**src/rtl/text_pkg.sv**
```systemverilog
// Shared definitions for the text buffer writer.
//   text_op_t  : command opcodes accepted on cmd_op
//   state_t    : controller states
//   CHAR_ZERO  : ASCII '0', base for decimal digits
//   MSG_COUNT  : number of valid message ids
//   MSG_TABLE  : fixed messages, left-aligned, NUL padded to 16 bytes
package text_pkg;

    typedef enum logic [1:0] {
        OP_MSG   = 2'd0,
        OP_NUM   = 2'd1,
        OP_CLEAR = 2'd2,
        OP_NOP   = 2'd3
    } text_op_t;

    typedef enum logic [1:0] {
        ST_IDLE  = 2'd0,
        ST_WRITE = 2'd1,
        ST_DONE  = 2'd2
    } state_t;

    localparam logic [7:0] CHAR_ZERO = 8'h30;
    localparam logic [7:0] MSG_COUNT = 8'd4;

    // Element [id][0] is the first character of message id.
    localparam logic [0:3][0:15][7:0] MSG_TABLE = {
        {"START",         88'h0},
        {"PLAYER 1 WINS", 24'h0},
        {"PLAYER 2 WINS", 24'h0},
        {"PRESS ENTER",   40'h0}
    };

endpackage

```
**src/rtl/msg_rom.sv**
```systemverilog
// Combinational message ROM.
//   id  : message id (ids >= MSG_COUNT are invalid)
//   idx : character index within the message
//   chr : ASCII character, 8'h00 past the string end or for an invalid id
module msg_rom
    import text_pkg::*;
(
    input  logic [7:0] id,
    input  logic [3:0] idx,
    output logic [7:0] chr
);

    // Table lookup; invalid ids read as an empty string.
    always_comb begin
        chr = 8'h00;
        if (id < MSG_COUNT) begin
            chr = MSG_TABLE[id[1:0]][idx];
        end else begin
            chr = 8'h00;
        end
    end

endmodule

```
**src/rtl/text_buf_writer.sv**
```systemverilog
// Command-driven writer for the 16x16 on-screen character buffer.
//   clk, rst          : pixel clock, asynchronous active-low reset
//   vblnk             : write gate; characters are only written in vertical blanking
//   cmd_valid/ready   : one-command handshake, ready only in IDLE
//   cmd_op/row/col/arg: command (MSG id, NUM value, CLEAR, no-op)
//   buf_we/addr/data  : registered write port, addr = {row, col}
//   busy              : command in progress (WRITE or DONE)
//   done              : one-cycle completion pulse
module text_buf_writer
    import text_pkg::*;
#(
    parameter logic [7:0] FILL_CHAR = 8'h20,
    parameter int         MAX_LEN   = 16
) (
    input  logic       clk,
    input  logic       rst,
    input  logic       vblnk,
    input  logic       cmd_valid,
    output logic       cmd_ready,
    input  logic [1:0] cmd_op,
    input  logic [3:0] cmd_row,
    input  logic [3:0] cmd_col,
    input  logic [7:0] cmd_arg,
    output logic       buf_we,
    output logic [7:0] buf_addr,
    output logic [7:0] buf_data,
    output logic       busy,
    output logic       done
);

    state_t     state_q, state_d;
    text_op_t   op_q, op_d;
    logic [3:0] row_q, row_d;
    logic [3:0] col_q, col_d;
    logic [7:0] arg_q, arg_d;
    logic [8:0] idx_q, idx_d;
    logic       buf_we_q, buf_we_d;
    logic [7:0] buf_addr_q, buf_addr_d;
    logic [7:0] buf_data_q, buf_data_d;
    logic       done_q, done_d;
    logic       busy_q, busy_d;

    logic [7:0] rom_chr_s;
    logic [6:0] num_v_s;
    logic [3:0] num_tens_s;
    logic [3:0] num_ones_s;
    logic       have_char_s;
    logic [7:0] char_s;

    msg_rom u_msg_rom (
        .id  (arg_q),
        .idx (idx_q[3:0]),
        .chr (rom_chr_s)
    );

    // Decimal digits of the saturated NUM value.
    always_comb begin
        num_v_s    = (arg_q > 8'd99) ? 7'd99 : arg_q[6:0];
        num_tens_s = 4'(num_v_s / 7'd10);
        num_ones_s = 4'(num_v_s % 7'd10);
    end

    // Character for the current index and whether one remains to be written.
    always_comb begin
        have_char_s = 1'b0;
        char_s      = 8'h00;
        case (op_q)
            OP_MSG: begin
                // The ROM index is only meaningful while below MAX_LEN.
                have_char_s = (idx_q < 9'(MAX_LEN)) && (rom_chr_s != 8'h00);
                char_s      = rom_chr_s;
            end
            OP_NUM: begin
                have_char_s = (idx_q < 9'd2);
                if (idx_q == 9'd0) begin
                    char_s = CHAR_ZERO + {4'd0, num_tens_s};
                end else begin
                    char_s = CHAR_ZERO + {4'd0, num_ones_s};
                end
            end
            OP_CLEAR: begin
                have_char_s = (idx_q[8] == 1'b0);
                char_s      = FILL_CHAR;
            end
            default: begin
                have_char_s = 1'b0;
                char_s      = 8'h00;
            end
        endcase
    end

    // Next-state and output logic.
    always_comb begin
        state_d    = state_q;
        op_d       = op_q;
        row_d      = row_q;
        col_d      = col_q;
        arg_d      = arg_q;
        idx_d      = idx_q;
        buf_we_d   = 1'b0;
        buf_addr_d = buf_addr_q;
        buf_data_d = buf_data_q;
        case (state_q)
            ST_IDLE: begin
                if (cmd_valid) begin
                    op_d    = text_op_t'(cmd_op);
                    arg_d   = cmd_arg;
                    idx_d   = 9'd0;
                    state_d = ST_WRITE;
                    // CLEAR walks the whole buffer from address 0x00.
                    if (text_op_t'(cmd_op) == OP_CLEAR) begin
                        row_d = 4'd0;
                        col_d = 4'd0;
                    end else begin
                        row_d = cmd_row;
                        col_d = cmd_col;
                    end
                end else begin
                    state_d = ST_IDLE;
                end
            end
            ST_WRITE: begin
                if (!have_char_s) begin
                    state_d = ST_DONE;
                end else if (vblnk) begin
                    buf_we_d       = 1'b1;
                    buf_addr_d     = {row_q, col_q};
                    buf_data_d     = char_s;
                    idx_d          = idx_q + 9'd1;
                    // Column carry into row; both wrap at 15.
                    {row_d, col_d} = {row_q, col_q} + 8'd1;
                end else begin
                    state_d = ST_WRITE;
                end
            end
            ST_DONE: begin
                state_d = ST_IDLE;
            end
            default: begin
                state_d = ST_IDLE;
            end
        endcase
        busy_d = (state_d != ST_IDLE);
        done_d = (state_d == ST_DONE);
    end

    // State and output registers.
    always_ff @(posedge clk or negedge rst) begin
        if (!rst) begin
            state_q    <= ST_IDLE;
            op_q       <= OP_NOP;
            row_q      <= 4'd0;
            col_q      <= 4'd0;
            arg_q      <= 8'd0;
            idx_q      <= 9'd0;
            buf_we_q   <= 1'b0;
            buf_addr_q <= 8'd0;
            buf_data_q <= 8'd0;
            done_q     <= 1'b0;
            busy_q     <= 1'b0;
        end else begin
            state_q    <= state_d;
            op_q       <= op_d;
            row_q      <= row_d;
            col_q      <= col_d;
            arg_q      <= arg_d;
            idx_q      <= idx_d;
            buf_we_q   <= buf_we_d;
            buf_addr_q <= buf_addr_d;
            buf_data_q <= buf_data_d;
            done_q     <= done_d;
            busy_q     <= busy_d;
        end
    end

    assign cmd_ready = (state_q == ST_IDLE);
    assign buf_we    = buf_we_q;
    assign buf_addr  = buf_addr_q;
    assign buf_data  = buf_data_q;
    assign done      = done_q;
    assign busy      = busy_q;

endmodule
```
**config.mk**
```make
export PLATFORM = sky130hd
export DESIGN_NAME = text_buf_writer
export DESIGN_NICKNAME = d
export VERILOG_FILES = /design/src/rtl/text_pkg.sv /design/src/rtl/msg_rom.sv /design/src/rtl/text_buf_writer.sv
export SDC_FILE = /design/constraint.sdc
export NUM_CORES = 1
export LEC_CHECK = 0
export ABC_AREA = 1
export CAP_MARGIN = 20
export CORE_ASPECT_RATIO = 1.1
export CORE_MARGIN = 5
export CORE_UTILIZATION = 38
export DETAILED_ROUTE_END_ITERATION = 6
export DONT_BUFFER_PORTS = 1
export PLACE_DENSITY = 0.54
export SLEW_MARGIN = 5
export SYNTH_ARGS = -nofsm -noshare
export SYNTH_HDL_FRONTEND = slang
export SYNTH_SLANG_ARGS = --single-unit
```
**constraint.sdc**
```tcl
create_clock -name clk -period 3.3 [get_ports clk]
set_clock_uncertainty 0.2 [all_clocks]
set_input_delay 0.33 -clock clk [delete_from_list [all_inputs] [get_ports clk]]
set_output_delay 0.33 -clock clk [all_outputs]
set_load 0.02 [all_outputs]
```
* After elaboration in Yosys (flattened, before gate mapping)
Cells that the tools add are included.
** Cells by class
- Add/subtract/negate cells :: 4
- Div/mod/pow operators :: 2
- $lt $le $gt $ge :: 6
- Equality and inequality tests :: 8
- Multiplexer cells :: 32
- Bitwise operators :: 3
- Reduce and logical (&&, ||, !) cells :: 10
** Operators by type and width (count)
- $bmux 128 s2 :: 1
- $mux 128 :: 2
- $bmux 8 s4 :: 1
- $mux 4 :: 8
- $mux 9 :: 3
- $mux 8 :: 3
- $pmux 8 s3 :: 1
- $pmux 9 s2 :: 1
- $pmux 4 s2 :: 2
- $add 6x4->7 const A :: 2
- $mux 7 :: 2
- $add 9x1->9 const B :: 1
- $logic_not 9->1 :: 1
- $lt 9x2->1 const B :: 1
- $lt 9x5->1 const B :: 1
- $add 8x1->8 const B :: 1
- $gt 8x7->1 const B :: 1
- $lt 8x3->1 const B :: 1
- $reduce_bool 8->1 :: 1
- $div 7x4->7 const B :: 1
- $mod 7x4->7 const B :: 1
- $eq 2x2->1 const B :: 3
- $ne 2x2->1 const B :: 3
- $ge 5x5->1 const B :: 1
- other kinds (15) :: 22
** Word-level totals
- Register bits :: 48
- Output and inout bits :: 20
- Logic and storage cells :: 76

* Logic depth before layout (Yosys ltp)
Gate-level depths: netlist (run 1).
- Word-level depth :: 14
- Gate-level depth with buffers :: 31
- Gate-level depth less buffers :: 31

* By module
Synthesis (run 1) repeated with hierarchy kept, for this count alone.
** Unflattened totals
- Cell total of the unflattened synthesis :: 478
- Area total of the unflattened synthesis :: 3375.7 sq um
** By module, submodules not included
- text_buf_writer :: instances 1, cells an instance 367, area each 2806.4 sq um, sequential area each 1203.7 sq um
- msg_rom :: instances 1, cells an instance 111, area each 569.3 sq um, sequential area each 0.0 sq um

* Worst setup path after synthesis (run 1)
Ideal clock, no wire load.
- Path kind :: register to register
- From :: register arg_q[2]
- To :: register buf_data_q[1], in the netlist buf_data[1]
- Setup time :: 0.077 ns
- Data arrival time :: 3.022 ns
- Data required time :: 3.023 ns
- Setup slack :: 0.001 ns
- Cell stages (with the launch flop) :: 31
- Path buffers :: 0
- Path through :: dfrtp_1 -> nor2_1 -> nand2_2 -> nand2_4 -> nand2_4 -> nor2_1 -> ha_1 -> inv_1 -> nand4_2 -> nand3_1 -> and2_1 -> ha_1 -> inv_1 -> nand3_1 -> nand2_2 -> nand3_4 -> nand2_2 -> nand2_2 -> inv_2 -> nand2_2 -> nand2_2 -> nand2_1 -> nand2_1 -> inv_1 -> ha_1 -> nand3b_4 -> nand3_2 -> nand2_1 -> nand3_1 -> nand2_1 -> a21oi_1
** On the way
- Longest elaborated chain between the ends :: 6
** RTL lines
- start: declaration :: RTL line text_buf_writer.sv:35 : logic [7:0] arg_q, arg_d;
- start signal: assignment :: RTL line text_buf_writer.sv:166 : arg_q <= arg_d;
- $gt 8x7->1 / $lt 8x3->1 (equally long branches) :: RTL line text_buf_writer.sv:58, msg_rom.sv:16
- $mux 7 / $mux 8 (equally long branches) :: RTL line text_buf_writer.sv:58, msg_rom.sv:16
- $mod 7x4->7 (tied with other cells) :: RTL line text_buf_writer.sv:60 : num_ones_s = 4'(num_v_s % 7'd10);
- $add 6x4->7 (tied with other cells) :: RTL line text_buf_writer.sv:78 : char_s = CHAR_ZERO + {4'd0, num_ones_s};
- $mux 7 / $pmux 1 s3 (equally long branches) :: RTL line text_buf_writer.sv:75, text_buf_writer.sv:67
- $pmux 8 s3 / $reduce_and 3->1 (equally long branches)
- end signal: assignment :: RTL line text_buf_writer.sv:170 : buf_data_q <= buf_data_d;
- end: declaration :: RTL line text_buf_writer.sv:39 : logic [7:0] buf_data_q, buf_data_d;
Parallel ways exist; a longest one is shown, timed or not.
A chain may end at the register's enable or synchronous reset.

* Worst setup path after layout (run 1)
- From :: register arg_q[4]
- To :: register buf_data_q[2], in the netlist buf_data[2]
The elaborated chain is that of the path after synthesis.

==> results of run 1 <==
==> logic make-up (layout without fill, tap and decap cells) <==
group,Yosys count,count (layout),share of synthesized area (%)
adders and majority gates,15,15,5.64
AOI/OAI and AO/OA,76,76,13.0
xor gates and xnor gates,7,7,2.25
and+or+nand+nor,236,236,33.9
other,1,1,0.113
buffers and inverters,77,139,9.73
DFF,47,47,35.4
==> worst paths after layout <==
| check | start | endpoint | slack (ns) | cells after the start |
|---|---|---|---|---|
| min in group asynchronous | rst | idx_q[6] | 0.33 | 2 |
| setup / recovery | arg_q[4] | buf_data[2] | -0.06 | 30 |
| hold reg to reg | row_q[3] | row_q[3] | 0.30 | 2 |
| hold / removal | cmd_row[3] | row_q[3] | 0.06 | 2 |
| setup reg to reg | arg_q[4] | buf_data[2] | -0.06 | 30 |
| max in group asynchronous | rst | op_q[0] | 2.31 | 2 |
==> per-stage QoR <==
step	utilization [%]	setup TNS, ns	hold slack (ns)	cells
3_3_place_gp	43.0	-0.141	-0.163	588
3_5_place_dp	43.0	-0.851	-0.163	588
6_report	50.6	-0.0813	0.0614	632
2_1_floorplan	-	0	-0.166	459
4_1_cts	49.3	-0.141	0.0487	627
5_1_grt	50.6	-1.31	0.0600	632
==> synth_stat cells (5+ instances only) <==
library cell	count
dfrtp_1	45
nor2_1	48
nand3_1	33
nand2_2	9
a21oi_1	10
nor2_4	5
o21ai_1	20
inv_1	51
nand2_1	107
o21ai_0	26
inv_2	13
ha_1	15
xor2_1	6
nand4_1	11
==> cell type report <==
cell class                      instances  area, sq um  share of cell area (%)
Sequential cell                        47         1180                    27.6
Timing Repair Buffer                   65          572                    13.4
Clock inverter                          2         38.8                   0.907
Multi-Input combinational cell        335         2010                    47.1
Tap cell                              111          139                    3.25
Clock buffer                            6         82.6                    1.93
Inverter                               66          253                    5.91
==> metal layers <==
layer / vias up / part of all wire (%) / GRT usage [%]
li1: 1601 / - / -
met2: 72 / 49 / 28.5
met3: 16 / 3.6 / 2.65
met5: - / 0 / 0
met4: 0 / 1.9 / 4.59
met1: 1449 / 45 / 21.0
==> worst max-delay path, delay by kind of cell, from the launching register on <==
kind	cells	cell delay, ns
and+or+nand+nor	18	1.55
buffers and inverters	9	0.78
DFF	1	0.39
adders and majority gates	2	0.30
AOI/OAI and AO/OA	1	0.05
==> flip-flops by register name (all words and copies together), names as in the netlist <==
register and cells:
busy 1, buf_data 7, idx_q 9, op_q 2
done 1, col_q 4, state_q 2, buf_we 1
buf_addr 8, row_q 4, arg_q 8
==> what timing repair did <==
item                                    in CTS  in global routing
endpoints found under the setup margin       4                 10
setup buffers                               16                  6
hold endpoints to repair                    60                  0
pin swaps                                   19                 21
hold buffers                                15                  0
gates resized for setup                     30                 15
==> results.json, run 1 <==
{
  "status": "finished, violations left",
  "ys_async_sr_fraction_pct": 100,
  "cts_tree": "built",
  "synth_cells": 459,
  "clkTransAtPathRegs_ns": 0.10,
  "mostFrequentLayoutCells": "nand2_1 (102), buf_4 (47), inv_1 (46)",
  "fp.dieH_um": 108,
  "worstMarginPinSlew_ns": 0.616,
  "rsz0062_at_grt": "yes",
  "nNetsFinal": 557,
  "fin_area_sq_um": 4280,
  "synth.avg_cell_area_sq_um": 7.25,
  "slew_viol_final": 0,
  "final_common_cell": "nand2_1",
  "wirelength_um": 8650,
  "antenna_left": 0,
  "crit_path_frequent_cell": "nand2_4",
  "grt_pass1_vias": 3040,
  "avgViaCountPerCell": 4.97,
  "hold_violations": 0,
  "drc": 0,
  "cp-end-kind": "flip-flop",
  "start_util_pct": 39.4,
  "hold_class": "input port to flip-flop",
  "yosysUniqueCellTypes": 44,
  "arrival_ns": 3.36,
  "final.setup.worst_slack_ns": -0.0638,
  "antenna_found_initial": 0,
  "synth-seq-cells": 47,
  "post-route-period-util_pct": 102,
  "relSlewSlack_pct": 58.9,
  "drt_iter0_drc": 177,
  "layout_min_cycle_time_ns": 3.36,
  "clkSinkCount": 47,
  "grtUsageTotal_pct": 16.4,
  "cts_buffers": 5,
  "yosysWarnings": 0,
  "synth-edff-count": 0,
  "clock_path_buffers": 2,
  "clk_latency_ns": 0.30,
  "pre_cts_ws_ns": -0.252,
  "syn_nets": 496,
  "coreArea_sq_um": 8450,
  "violations": "setup timing",
  "max_stage_delay_ns": 0.39,
  "die_x_um": 99.2,
  "maxCapViolCount": 0,
  "synth_top_cell_by_area": "dfrtp_1",
  "hpwl_um": 6220,
  "crit_fanout": 4,
  "port_buffers": 0,
  "synth_top_cell_area_share_pct": 33.8,
  "vias": 3138,
  "ctsRootBufferMaster": "clkbuf_8",
  "antenna_cells": 0,
  "setup_viol": 2,
  "drt-pass1-iter-count": 5,
  "die-area_sq_um": 10700,
  "yosys-top-cells-area": "dfrtp_1 (34%), nand2_1 (12%), inv_1 (5.7%), ha_1 (5.6%), nor2_1 (5.4%)",
  "netlist_area_sq_um": 3330,
  "cts_max_level": 2,
  "yosysSeqAreaShare_pct": 35.4,
  "fillCellCount": 866,
  "critPathRequiredTime_ns": 3.29,
  "syn2layout_area_growth_pct": 28.4,
  "wl_per_cell_um": 13.7,
  "placed_area_sq_um": 3640,
  "grt_max_degree": 48,
  "io_pins": 42,
  "synth_ff_type": "dfrtp_1",
  "place_congestion": 0.835,
  "fmax_mhz": 297,
  "layout-drive-gt1-share_pct": 25.1,
  "cp_slowest_cell": "dfrtp_1",
  "grt_pass1_wl_um": 14400,
  "path_class": "flip-flop to flip-flop",
  "critPathLaunchType": "flip-flop",
  "grt_overflow": 0,
  "rows": 35
}
Power of run 1 is not shown: default switching activity piles up to over one toggle a cycle in this logic, so the estimate is an artifact.
==> run 2, diff against run 1 <==
Settings changed: ABC_AREA 1 to default.
==> run 2 against run 1 <==
The flow still finishes with violations (setup timing). Count of clock-buffer cells in the layout is 1 lower. Routed wire length is 8.2% higher. Die area is 3.3% higher. Synthesized area is 3.6% higher. Utilization is 3.4 points lower. Global-route usage is 0.81 points higher. Via count is 3.2% higher. Sequential share of layout area is 0.67 points higher. Maximum frequency is 2.1% lower. Worst hold slack worse by 0.051 ns. First-iteration DRC count is 27% higher. Cell area is 2.1% lower. Critical endpoint is now buf_data[1].
==> results.json, run 2 <==
{
  "clock_path_buffers": 2,
  "die_x_um": 101,
  "port_buffers": 0,
  "rsz0062_at_grt": "yes",
  "regToRegSetupSlack_ns": -0.14,
  "regMostFlops": "idx_q",
  "synth-seq-cells": 47,
  "yosysUniqueCellTypes": 69,
  "arrival_ns": 3.46,
  "synth_top_cell_area_share_pct": 32.6,
  "wirelength_um": 9360,
  "antenna_left": 0,
  "fin_hold_ws_ns": 0.0109,
  "wl_per_cell_um": 15.8,
  "synth_cells": 432,
  "fmax_mhz": 291,
  "placed_area_sq_um": 3810,
  "critPathLaunchType": "flip-flop",
  "endpoint": "buf_data[1]",
  "maxCapViolCount": 0,
  "hpwl_um": 6630,
  "clk_latency_ns": 0.31,
  "slew_viol_final": 0,
  "synthAdderAreaFrac_pct": 5.44,
  "violations": "setup timing",
  "layout_min_cycle_time_ns": 3.44,
  "netlist_area_sq_um": 3450,
  "cts_max_level": 2,
  "relSlewSlack_pct": 59.8,
  "p_leak_uw": 0.00183,
  "syn2layout_area_growth_pct": 21.4,
  "antenna_cells": 0,
  "hold_violations": 0,
  "hold_class": "input port to flip-flop",
  "fillCellCount": 854,
  "yosys-top-cells-area": "dfrtp_1 (33%), nand2_1 (7.2%), o21ai_0 (5.9%), ha_1 (5.4%), nor2_1 (4.2%)",
  "ys_async_sr_fraction_pct": 100,
  "peakVddDrop_mv": 0.545,
  "synth.avg_cell_area_sq_um": 7.99,
  "synth_ff_type": "dfrtp_1",
  "synth_top_cell_by_area": "dfrtp_1",
  "synthTopCellsByCount": "nand2_1 (66), dfrtp_1 (45), o21ai_0 (41)",
  "clkTransAtPathRegs_ns": 0.10,
  "design_power_total_uw": 4620,
  "coreArea_sq_um": 8870,
  "post-route-period-util_pct": 104,
  "layout-drive-gt1-share_pct": 22.0,
  "power_density_nw_per_um2": 1100,
  "cts_buffers": 5,
  "final_core_util_pct": 47.2,
  "synth_xor_area_share_pct": 2.28,
  "critPathRequiredTime_ns": 3.32,
  "fp.dieH_um": 110,
  "drc": 0,
  "setup_viol": 3,
  "grtUsageTotal_pct": 17.2,
  "crit_fanout": 4,
  "place_congestion": 0.915,
  "cts_tree": "built",
  "mostFrequentLayoutCells": "nand2_1 (66), buf_4 (53), dfrtp_1 (42)",
  "synthSimpleGateAreaFrac_pct": 25.0,
  "rows": 36,
  "worstMarginPinSlew_ns": 0.603,
  "ctsRootBufferMaster": "clkbuf_8",
  "reg2reg_depth": 15,
  "final.setup.worst_slack_ns": -0.137,
  "synth_compound_area_share_pct": 24.8,
  "antenna_found_initial": 0,
  "yosysSeqAreaShare_pct": 34.2,
  "vias": 3237,
  "io_pins": 42,
  "final_common_cell": "nand2_1",
  "syn_nets": 469,
  "largest_reg_flops": 9,
  "nNetsFinal": 514,
  "synth_mux_area_share_pct": 1.60,
  "status": "finished, violations left",
  "synth_top_family_by_area": "simple AND/OR/NAND/NOR gates",
  "yosysWarnings": 0,
  "synth_most_common_cell": "nand2_1",
  "worstSetupStartpoint": "arg_q[6]",
  "reg2reg_from": "arg_q[6]",
  "timing.rr.end": "buf_data[1]",
  "die-area_sq_um": 11100,
  "avgViaCountPerCell": 5.47,
  "synth-edff-count": 0,
  "clkSinkCount": 47,
  "cp-end-kind": "flip-flop",
  "grt_pass1_wl_um": 15300,
  "grt_overflow": 0,
  "fin_area_sq_um": 4190,
  "drt_iter0_drc": 225,
  "path_class": "flip-flop to flip-flop",
  "start_util_pct": 38.9,
  "grt_pass1_vias": 3128,
  "grt_max_degree": 48,
  "drt-pass1-iter-count": 4
}
run 2: changes by cell type in the layout (fill, tap and decap cells not counted), sizes merged, moves of 8 or more:
cell / delta
a211oi: +8
a21oi: +20
inv: -45
nand2: -52
nand2b: +8
nand3: -24
nand4: -10
nor2: -17
run 2: area by class of cell:
cell class / instances / area, sq um / area share (%)
clock buffer: 5 / 68.8 / 1.64
clock inverter: 3 / 27.5 / 0.657
inverter: 21 / 82.6 / 1.97
multi-input combinational: 336 / 2140 / 51.2
sequential: 47 / 1180 / 28.2
tap: 114 / 143 / 3.41
timing repair buffer: 65 / 536 / 12.8
timing repair inverter: 1 / 5.00 / 0.120
run 2: worst min-delay path by stage:
stage / startpoint / end / slack [ns] / cells after the start
2_1_floorplan: rst / arg_q[0] / -0.17 / 0
3_3_place_gp: rst / arg_q[4] / -0.16 / 0
3_5_place_dp: rst / buf_data[3] / -0.16 / 0
4_1_cts: cmd_col[2] / col_q[2] / 0.004 / 2
5_1_grt: cmd_row[3] / row_q[3] / 0.02 / 2
6_report: cmd_col[3] / col_q[3] / 0.01 / 2
run 2: repair_timing:
item | CTS | global route
hold buffers | 12 | 0
gates resized for setup | 6 | 8
cloned | 0 | 1
hold endpoints to repair | 57 | 0
endpoints found under the setup margin | 4 | 30
buffers inserted | 7 | 2
pin swaps | 10 | 3
run 2: cells by family after synthesis:
logic type,Yosys count
fa+ha+maj,15
other cells,1
buf+inv,49
mux,5
xor+xnor,9
flops,47
simple gates,179
compound gates,127
run 2: metal layers:
metal,GRT usage (%),routed length [um],vias up
met5,0,0,-
met4,4.14,116,0
met3,4.31,551,10
met2,28.0,4410,74
met1,22.8,4280,1539
li1,-,-,1614
run 2: power breakdown:
group	internal [uW]	switching, uW	leakage [uW]
sequential	801	312	0.000594
clock	157	222	0.0000467
combinational	1490	1630	0.00119
run 2: metrics by stage:
step                cells  setup slack (ns)  TNS [ns]
floorplan             432            -0.302    -0.869
detailed placement    562            -0.256    -0.732
global placement      562            -0.153    -0.306
global route          592            -0.330     -1.11
CTS                   589            -0.125    -0.327
finish                592            -0.137    -0.367
run 2: worst max-delay path: stages (launching register included):
cell	delay [ns]
dfrtp_2	0.40
a21oi_4	0.06
and2_4	0.16
ha_4	0.16
a21o_1	0.18
a221oi_4	0.30
ha_2	0.26
nor2_2	0.05
a22oi_2	0.19
mux2_4	0.34
and2_4	0.15
o21ai_2	0.14
ha_2	0.24
o221ai_4	0.12
xor2_1	0.16
a311oi_1	0.24
No activity file was read; power rests on OpenSTA's default activity.
==> run 3, diff against run 2 <==
Settings changed: PLACE_DENSITY 0.54 to 0.52.
Clock period 3.3 ns to 3.9 ns, I/O delays scaled along.
==> run 3 against run 2 <==
The flow now finishes without violations. Utilization shrank 4.4 points. Count of clock-buffer cells in the layout is the same. Global-route usage shrank 0.33 points. Register-to-register slack gained 0.39 ns. Flip-flop and latch count is the same. Cell area shrank 9.2%. Cell count shrank 6.3%. Die area is the same. Maximum frequency shrank 5.8%. Clock power shrank 11%. First-iteration DRC count shrank 4.9%. Critical path type unchanged. Critical endpoint unchanged.
==> results.json, run 3 (same netlist as run 2, synthesis figures left out) <==
{
  "p_leak_uw": 0.00164,
  "arrival_ns": 3.67,
  "pre_cts_ws_ns": 0.0603,
  "switchingPower_uw": 1690,
  "grt_pass1_vias": 3053,
  "fin_hold_ws_ns": 0.00801,
  "fillCellCount": 905,
  "cp-end-kind": "flip-flop",
  "hpwl_um": 6410,
  "design_power_total_uw": 3400,
  "critPathLaunchType": "flip-flop",
  "drt_iter0_drc": 214,
  "peakVddDrop_mv": 0.556,
  "fp.dieH_um": 110,
  "io_pins": 42,
  "post-route-period-util_pct": 93.6,
  "die-area_sq_um": 11100,
  "p_seq_share_pct": 27.6,
  "grt_overflow": 0,
  "crit_fanout": 5,
  "layout-drive-gt1-share_pct": 13.4,
  "crit_chain": "a21oi_2, and2_1, ha_1, nand3_1, a221oi_2, ha_2, nor2_1, a22oi_2, mux2_2, and2_1, o21ai_2, ha_2, o221ai_4, xor2_1, a311oi_1",
  "setup_viol": 0,
  "critPathRequiredTime_ns": 3.92,
  "worstMarginPinSlew_ns": 0.691,
  "path_class": "flip-flop to flip-flop",
  "start_util_pct": 38.9,
  "rows": 36,
  "antenna_cells": 0,
  "final.setup.worst_slack_ns": 0.251,
  "vias": 3073,
  "drt-pass1-iter-count": 4,
  "clock_path_buffers": 2,
  "final_core_util_pct": 42.8,
  "antenna_left": 0,
  "internal_power_uw": 1710,
  "grt_max_degree": 48,
  "power_frac_comb_pct": 62.5,
  "cp_slowest_cell": "dfrtp_1",
  "cts_tree": "built",
  "switching_share_pct": 49.6,
  "clkSinkCount": 47,
  "clk_latency_ns": 0.31,
  "power_density_nw_per_um2": 894,
  "drc": 0,
  "max_stage_delay_ns": 0.42,
  "final_common_cell": "nand2_1",
  "fmax_mhz": 274,
  "mostFrequentLayoutCells": "nand2_1 (66), dfrtp_1 (45), o21ai_0 (40)",
  "port_buffers": 0,
  "hold_violations": 0,
  "cts_max_level": 2,
  "place_congestion": 0.875,
  "status": "complete, no violations",
  "coreArea_sq_um": 8870,
  "die_x_um": 101,
  "syn2layout_area_growth_pct": 10.2,
  "p_clk_share_pct": 9.9,
  "cts_buffers": 5,
  "hold_class": "input port to flip-flop",
  "largest_reg_flops": 9,
  "relSlewSlack_pct": 53.8,
  "wl_per_cell_um": 15.8,
  "antenna_found_initial": 0,
  "wirelength_um": 8780,
  "avgViaCountPerCell": 5.54,
  "regMostFlops": "idx_q",
  "grtUsageTotal_pct": 16.8,
  "clkTransAtPathRegs_ns": 0.11,
  "maxCapViolCount": 0,
  "nNetsFinal": 477,
  "layout_min_cycle_time_ns": 3.65,
  "ctsRootBufferMaster": "clkbuf_8",
  "grt_pass1_wl_um": 15000,
  "slew_viol_final": 0
}
-- run 3: cell count changes in the layout (fill, tap and decap cells not counted), sizes merged --
cell,previous run,this run
clkinv,1,2
clkinvlp,3,1
buf,54,24
dlygate4sd3,11,5
-- run 3: worst paths after layout --
kind                       cells after the start  startpoint  slack, ns           to
max reg2reg                                   15    arg_q[5]       0.25  buf_data[1]
min in group asynchronous                      2         rst       0.36     arg_q[0]
max in group asynchronous                      2         rst       2.84      op_q[0]
min reg2reg                                    2    row_q[2]       0.32  buf_addr[6]
max                                           15    arg_q[5]       0.25  buf_data[1]
min                                            2  cmd_arg[6]      0.008     arg_q[6]
-- run 3: area by class of cell --
cell class,count,area [sq um],area share [%]
multi-input combinational,336,2050,54.0
sequential,47,1180,31.0
timing repair buffer,29,250,6.58
tap,114,143,3.75
inverter,21,78.8,2.07
clock buffer,5,68.8,1.81
clock inverter,3,27.5,0.724
-- run 3: layer usage --
layer  vias up  track usage (%)  part of all wire, %
li1       1538                -                    -
met1      1464             22.2                   45
met2        66             28.3                   48
met3         5             3.74                  6.2
met4         0             3.46                 0.60
met5         -                0                    0
-- run 3: what timing repair did --
item	CTS	global route
resized for setup	0	5
setup buffers	0	2
hold endpoints to repair	51	0
hold buffers	6	0
setup endpoints to repair	0	4
-- run 3: critical path, delay by kind of cell, from the launching register on --
family	cells	cell delay [ns]
mux	1	0.40
compound gates	6	1.20
xor+xnor	1	0.16
flops	1	0.42
simple gates	4	0.47
fa+ha+maj	3	0.72
-- run 3: per-stage QoR --
step	cell area, sq um	setup TNS (ns)	instances
floorplan	3450	0	432
finish	3800	0	555
global route	3800	-0.0213	555
detailed placement	3600	0	539
global placement	3600	0	539
CTS	3770	0	553
-- run 3: power groups by stage --
stage	logic (uW)	registers, uW	clock network [uW]
floorplan	1670	909	0
global placement	2070	950	0
detailed placement	2060	951	0
CTS	2090	942	348
global route	2400	971	369
finish	2120	938	336
